`src/rtl/adc_coinc_capture.sv`:
```
// Coincidence capture front end for a bank of AD7643-class serial ADCs: converts all channels
// together, shifts the results in MSB first and emits an event word when the hit pattern qualifies.
module adc_coinc_capture #(
    parameter int NCH      = 2,
    parameter int DW       = 18,
    parameter int SCLK_DIV = 2,
    parameter int CNV_W    = 3,
    parameter int TIMEOUT  = 64
) (
    input  logic              CLK,
    input  logic              RST,
    input  logic              START,
    input  logic [DW-1:0]     THRESH,
    input  logic [NCH-1:0]    COINC_MASK,
    output logic              ADCS,
    output logic              ADCNVST,
    output logic              ADSCLK,
    input  logic [NCH-1:0]    ADBUSY,
    input  logic [NCH-1:0]    ADSDOUT,
    output logic              EVT_VALID,
    input  logic              EVT_READY,
    output logic [NCH*DW-1:0] EVT_DATA,
    output logic [NCH-1:0]    EVT_HIT,
    output logic [15:0]       FRAME_CNT,
    output logic [15:0]       DROP_CNT,
    output logic              TOUT,
    output logic [2:0]        STATE
);
    typedef enum logic [2:0] {
        IDLE  = 3'd0,
        CNV   = 3'd1,
        WAITB = 3'd2,
        SHIFT = 3'd3,
        EVAL  = 3'd4
    } state_t;

    localparam int MAX_A   = (TIMEOUT > CNV_W) ? TIMEOUT : CNV_W;
    localparam int MAX_CNT = (MAX_A > SCLK_DIV) ? MAX_A : SCLK_DIV;
    localparam int CW      = $clog2(MAX_CNT + 1);
    localparam int BW      = $clog2(DW + 1);

    localparam logic [CW-1:0] CNV_LAST  = CW'(CNV_W - 1);
    localparam logic [CW-1:0] TOUT_LAST = CW'(TIMEOUT - 1);
    localparam logic [CW-1:0] HALF_LAST = CW'(SCLK_DIV - 1);
    localparam logic [CW-1:0] BUSY_IGN  = CW'(2);
    localparam logic [BW-1:0] BITS      = BW'(DW);

    state_t                 state;
    logic [CW-1:0]          cnt;
    logic [BW-1:0]          bit_cnt;
    logic [NCH-1:0][DW-1:0] sample;
    logic [NCH-1:0]         hit;
    logic                   qualify;

    // NOTE: every output of an always_comb gets a default first so no latch can be inferred.
    always_comb begin
        hit = '0;
        for (int i = 0; i < NCH; i++)
            hit[i] = (sample[i] >= THRESH);
        qualify = (hit != '0) && ((hit & COINC_MASK) == COINC_MASK);
    end

    assign STATE = state;

    // NOTE: all state uses non-blocking assignments so every register sees pre-edge values.
    always_ff @(posedge CLK or posedge RST) begin
        if (RST) begin
            state     <= IDLE;
            cnt       <= '0;
            bit_cnt   <= '0;
            sample    <= '0;
            ADCS      <= 1'b1;
            ADCNVST   <= 1'b1;
            ADSCLK    <= 1'b0;
            EVT_VALID <= 1'b0;
            EVT_DATA  <= '0;
            EVT_HIT   <= '0;
            FRAME_CNT <= '0;
            DROP_CNT  <= '0;
            TOUT      <= 1'b0;
        end else begin
            if (EVT_VALID && EVT_READY)
                EVT_VALID <= 1'b0;

            case (state)
                IDLE: begin
                    if (START) begin
                        state   <= CNV;
                        ADCS    <= 1'b0;
                        ADCNVST <= 1'b0;
                        cnt     <= '0;
                    end
                end
                CNV: begin
                    if (cnt == CNV_LAST) begin
                        ADCNVST <= 1'b1;
                        state   <= WAITB;
                        cnt     <= '0;
                    end else begin
                        cnt <= cnt + CW'(1);
                    end
                end
                WAITB: begin
                    // BUSY needs two cycles to rise after the convert pulse, so ignore it until then.
                    if (cnt >= BUSY_IGN && ADBUSY == '0) begin
                        state   <= SHIFT;
                        ADSCLK  <= 1'b1;
                        cnt     <= '0;
                        bit_cnt <= '0;
                    end else if (cnt == TOUT_LAST) begin
                        TOUT  <= 1'b1;
                        ADCS  <= 1'b1;
                        state <= IDLE;
                    end else begin
                        cnt <= cnt + CW'(1);
                    end
                end
                SHIFT: begin
                    if (cnt != HALF_LAST) begin
                        cnt <= cnt + CW'(1);
                    end else begin
                        cnt <= '0;
                        if (ADSCLK) begin
                            ADSCLK  <= 1'b0;
                            bit_cnt <= bit_cnt + BW'(1);
                            for (int i = 0; i < NCH; i++)
                                sample[i] <= {sample[i][DW-2:0], ADSDOUT[i]};
                        end else if (bit_cnt == BITS) begin
                            state <= EVAL;
                        end else begin
                            ADSCLK <= 1'b1;
                        end
                    end
                end
                EVAL: begin
                    FRAME_CNT <= FRAME_CNT + 16'd1;
                    ADCS      <= 1'b1;
                    state     <= IDLE;
                    if (qualify) begin
                        if (!EVT_VALID || EVT_READY) begin
                            EVT_VALID <= 1'b1;
                            EVT_DATA  <= sample;
                            EVT_HIT   <= hit;
                        end else if (DROP_CNT != 16'hFFFF) begin
                            DROP_CNT <= DROP_CNT + 16'd1;
                        end
                    end
                end
                default: state <= IDLE;
            endcase
        end
    end
endmodule

```
`config.mk`:
```
export PLATFORM = sky130hd
export DESIGN_NAME = adc_coinc_capture
export DESIGN_NICKNAME = d
export VERILOG_FILES = /design/src/rtl/adc_coinc_capture.sv
export SDC_FILE = /design/constraint.sdc
export NUM_CORES = 1
export LEC_CHECK = 0
export BUFFER_PORTS_ARGS = -buffer_cell sky130_fd_sc_hd__buf_2
export CAP_MARGIN = 30
export CELL_PAD_IN_SITES_DETAIL_PLACEMENT = 1
export CELL_PAD_IN_SITES_GLOBAL_PLACEMENT = 2
export CORE_UTILIZATION = 39
export DETAILED_ROUTE_END_ITERATION = 16
export GPL_ROUTABILITY_DRIVEN = 0
export PLACE_DENSITY = 0.88
export SLEW_MARGIN = 20
export SYNTH_ARGS = -nofsm -noshare
export SYNTH_HDL_FRONTEND = slang
export SYNTH_SLANG_ARGS = --single-unit
```
`constraint.sdc`:
```
create_clock -name CLK -period 12.49 [get_ports CLK]
set_input_delay 2.498 -clock CLK [delete_from_list [all_inputs] [get_ports CLK]]
set_output_delay 2.498 -clock CLK [all_outputs]
set_load 0.005 [all_outputs]
```
==> impl_metrics.prom <==
# TYPE chip_impl_metric gauge
chip_impl_info{name="outcome",value="finished, final reports clean"} 1
chip_impl_info{name="commonest_cells_after_routing_fill_and_taps_aside",value="nand2_1 (132), dfrtp_1 (124), buf_2 (105), ha_1 (43), nor2_1 (26)"} 1
chip_impl_info{name="clock-root-buffer",value="clkbuf_16"} 1
chip_impl_metric{name="worst_pin_slew",unit="ns"} 0.742
chip_impl_metric{name="post_synth_instance_area",unit="µm²"} 6240
chip_impl_metric{name="worstSetupPathDepth",unit=""} 11
chip_impl_metric{name="r2r.worst_path.cells",unit=""} 11
chip_impl_metric{name="ys_async_sr_fraction",unit="%"} 100
chip_impl_metric{name="dpl.hpwl",unit="µm"} 11200
chip_impl_metric{name="routed_wirelength",unit="µm"} 15600
chip_impl_metric{name="final_layout_size_suffix_gt1_share",unit="%"} 24.8
chip_impl_metric{name="place_inst",unit=""} 897
chip_impl_metric{name="worst_slack",unit="ns"} 7.02
chip_impl_metric{name="antenna_found_initial",unit=""} 0
chip_impl_metric{name="first_global_vias",unit=""} 5249
chip_impl_metric{name="cts.htree.levels",unit=""} 4
chip_impl_info{name="layout.cells.most_common",value="nand2_1"} 1
chip_impl_metric{name="hold_path_depth",unit=""} 1
chip_impl_metric{name="syn-num-nets",unit=""} 666
chip_impl_metric{name="critical_path.n_buffers_inverters",unit=""} 3
chip_impl_info{name="grt_setup_unrepaired",value="no"} 1
chip_impl_metric{name="grt_usage",unit="%"} 20.4
chip_impl_metric{name="floorplan.core_area",unit="µm²"} 15400
chip_impl_metric{name="fin_util",unit="%"} 49.4
chip_impl_metric{name="clock.fmax",unit="MHz"} 183
chip_impl_metric{name="preCtsSetupSlack",unit="ns"} 6.59
chip_impl_metric{name="power_density",unit="nW/µm²"} 163
chip_impl_info{name="worst_path_max_delay_cell",value="a21oi_2"} 1
chip_impl_metric{name="io_pins",unit=""} 106
chip_impl_metric{name="clk_latency",unit="ns"} 0.42
chip_impl_metric{name="cts_repair_resize_count",unit=""} 0
chip_impl_metric{name="fp-row-count",unit=""} 45
chip_impl_metric{name="flow.area_growth_from_synthesis",unit="%"} 22.1
chip_impl_metric{name="path_max_fanout",unit=""} 38
chip_impl_metric{name="synth_edf_count",unit=""} 0
chip_impl_metric{name="final_number_of_hold_violating_endpoints",unit=""} 0
chip_impl_metric{name="critPathArrivalTime",unit="ns"} 5.77
chip_impl_metric{name="detail_route.iter0.violations",unit=""} 149
chip_impl_metric{name="initial_core_util",unit="%"} 40.5
chip_impl_metric{name="ys_ff_latch",unit=""} 126
chip_impl_metric{name="layout_min_cycle_time",unit="ns"} 5.47
chip_impl_metric{name="ctsHoldBuffers",unit=""} 0
chip_impl_metric{name="detailed_route_wire_length_per_cell",unit="µm"} 16.8
chip_impl_info{name="tritoncts",value="built"} 1
chip_impl_metric{name="drv.max_cap_violation_count",unit=""} 0
chip_impl_metric{name="postSynthAreaPerCell",unit="µm²"} 10.5
chip_impl_metric{name="drc",unit=""} 0
chip_impl_metric{name="fp.dieArea",unit="µm²"} 16500
chip_impl_metric{name="synth_sequential_area_ratio",unit="%"} 50.6
chip_impl_metric{name="p_leak",unit="nW"} 4.18
chip_impl_metric{name="total_power",unit="mW"} 1.24
chip_impl_metric{name="finalMaxSlewViolations",unit=""} 0
chip_impl_info{name="end_kind",value="flip-flop"} 1
chip_impl_metric{name="antenna-diode-count",unit=""} 0
chip_impl_metric{name="slew_headroom",unit="%"} 50.5
chip_impl_metric{name="final_setup_violation_count",unit=""} 0
chip_impl_info{name="path_delay_family",value="compound AO/OA/AOI/OAI gates"} 1
chip_impl_metric{name="clk_path_buf_depth",unit=""} 2
chip_impl_info{name="critical_path.startpoint_type",value="input pin"} 1
chip_impl_metric{name="grt_pass1_wl",unit="µm"} 26200
chip_impl_metric{name="rrSetupSlack",unit="ns"} 8.82
chip_impl_metric{name="cts-buffers-inserted",unit=""} 17
chip_impl_metric{name="final_skew",unit="ns"} 0.00792
chip_impl_metric{name="numPortBuffers",unit=""} 105
chip_impl_metric{name="timing.setup.tns",unit="ns"} 0
chip_impl_metric{name="cts.sink_count",unit=""} 126
chip_impl_metric{name="grt_max_degree",unit=""} 55
chip_impl_metric{name="num_vias",unit=""} 4795
chip_impl_metric{name="routed_via_density",unit=""} 5.16
chip_impl_metric{name="max_stage_delay",unit="ns"} 0.66
chip_impl_metric{name="chipHeight",unit="µm"} 129
chip_impl_metric{name="drt-pass1-iter-count",unit=""} 4
chip_impl_metric{name="finalNonFillerCells",unit=""} 929
chip_impl_metric{name="fillCellCount",unit=""} 1778
chip_impl_metric{name="cts.repair_timing.setup_buffer_count",unit=""} 0
chip_impl_info{name="synthFlopType",value="dfrtp_1"} 1
chip_impl_metric{name="grt.overflow.total",unit=""} 0
chip_impl_info{name="worst_hold_path_type",value="reg -> reg"} 1
chip_impl_metric{name="yosys.cell_types.count",unit=""} 59
chip_impl_metric{name="area.sequential",unit="µm²"} 3160
chip_impl_metric{name="worst_ep_required_time",unit="ns"} 12.79
chip_impl_metric{name="worst_setup_hold_path_clk_slew",unit="ns"} 0.06
chip_impl_metric{name="post_synth_inst_count",unit=""} 595
chip_impl_info{name="series_of_cell_instances_along_the_critical_path",value="buf_2, inv_1, ha_1, a211oi_1, nor2_1, o41ai_1, o211ai_1, a21oi_2, nand3b_1, buf_4, mux2_2"} 1
chip_impl_metric{name="multi_input_comb_area",unit="µm²"} 2880
chip_impl_metric{name="ant_nets",unit=""} 0
chip_impl_metric{name="nNetsFinal",unit=""} 776
chip_impl_metric{name="post-route-period-util",unit="%"} 43.8
chip_impl_info{name="timing.setup.critical_path_class",value="in -> reg"} 1
chip_impl_metric{name="ir_worst_vdd",unit="µV"} 101
chip_impl_metric{name="synth_warnings",unit=""} 0
chip_impl_metric{name="die-width",unit="µm"} 129
==> cells in the mapped netlist, types with 8 or more instances <==
cell type,instances,area (µm²)
nand2_1,132,495
dfrtp_1,124,3100
ha_1,43,538
inv_1,26,97.6
nor2_1,26,97.6
nand3_1,21,105
o21ai_0,20,100
mux2_2,19,214
mux2_1,18,203
xnor2_1,17,149
xor2_1,16,140
a21oi_1,15,75.1
and3_1,11,68.8
nand4_1,10,62.6
clkbuf_1,8,30.0
nor3_1,8,40.0
==> metal layers <==
layer | wire length [µm] | vias up | global-route usage (%)
met5 | 0 | - | 0
met1 | 6650 | 2433 | 23.9
met2 | 8110 | 82 | 36.8
met4 | 264 | 0 | 6.51
met3 | 610 | 18 | 4.91
li1 | - | 2262 | -
==> flip-flops by register name (all words and copies together) (netlist names) <==
register	cells
TOUT	1
ADCS	1
ADCNVST	1
cnt	7
STATE	3
FRAME_CNT	16
ADSCLK	1
EVT_VALID	1
EVT_HIT	2
EVT_DATA	36
DROP_CNT	16
sample	36
bit_cnt	5
==> final timing paths <==
path,startpoint,endpoint
max,THRESH[7],EVT_DATA[33]$_DFFE_PP0P_
min,FRAME_CNT[15]$_DFFE_PP0N_,FRAME_CNT[15]$_DFFE_PP0N_
max reg2reg,sample[0]$_DFFE_PP0P_,EVT_DATA[33]$_DFFE_PP0P_
min reg2reg,FRAME_CNT[15]$_DFFE_PP0N_,FRAME_CNT[15]$_DFFE_PP0N_
max in group asynchronous,RST,sample[0]$_DFFE_PP0P_
min in group asynchronous,RST,FRAME_CNT[15]$_DFFE_PP0N_
==> area by class of cell <==
type,instances,area share [%]
clock buffer,22,6.35
clock inverter,10,2.09
inverter,26,1.31
multi-input combinational,424,37.7
sequential,126,41.4
tap,211,3.46
timing repair buffer,110,7.65
==> power breakdown <==
group	leakage (nW)	switching [mW]	internal [mW]
Sequential	1.72	0.0506	0.448
Clock	0.312	0.181	0.354
Combinational	2.14	0.129	0.0817
==> cell families (layout without fill, tap and decap cells) <==
kind of cell,after synthesis,count (layout),synth area share (%)
mux,38,38,7.04
simple gates,243,243,18.0
flops,126,126,50.6
buf+inv,45,168,3.37
xor+xnor,33,33,4.63
fa+ha+maj,43,43,8.62
compound gates,67,67,7.80
==> through the flow <==
stage,cell area (µm²),hold WS [ns]
floorplan,6240,0.458
global placement,6950,0.458
detailed placement,6980,0.464
CTS,7620,0.472
global route,7620,0.490
finish,7620,0.466
Note: power is estimated with default switching activity, not from simulation.
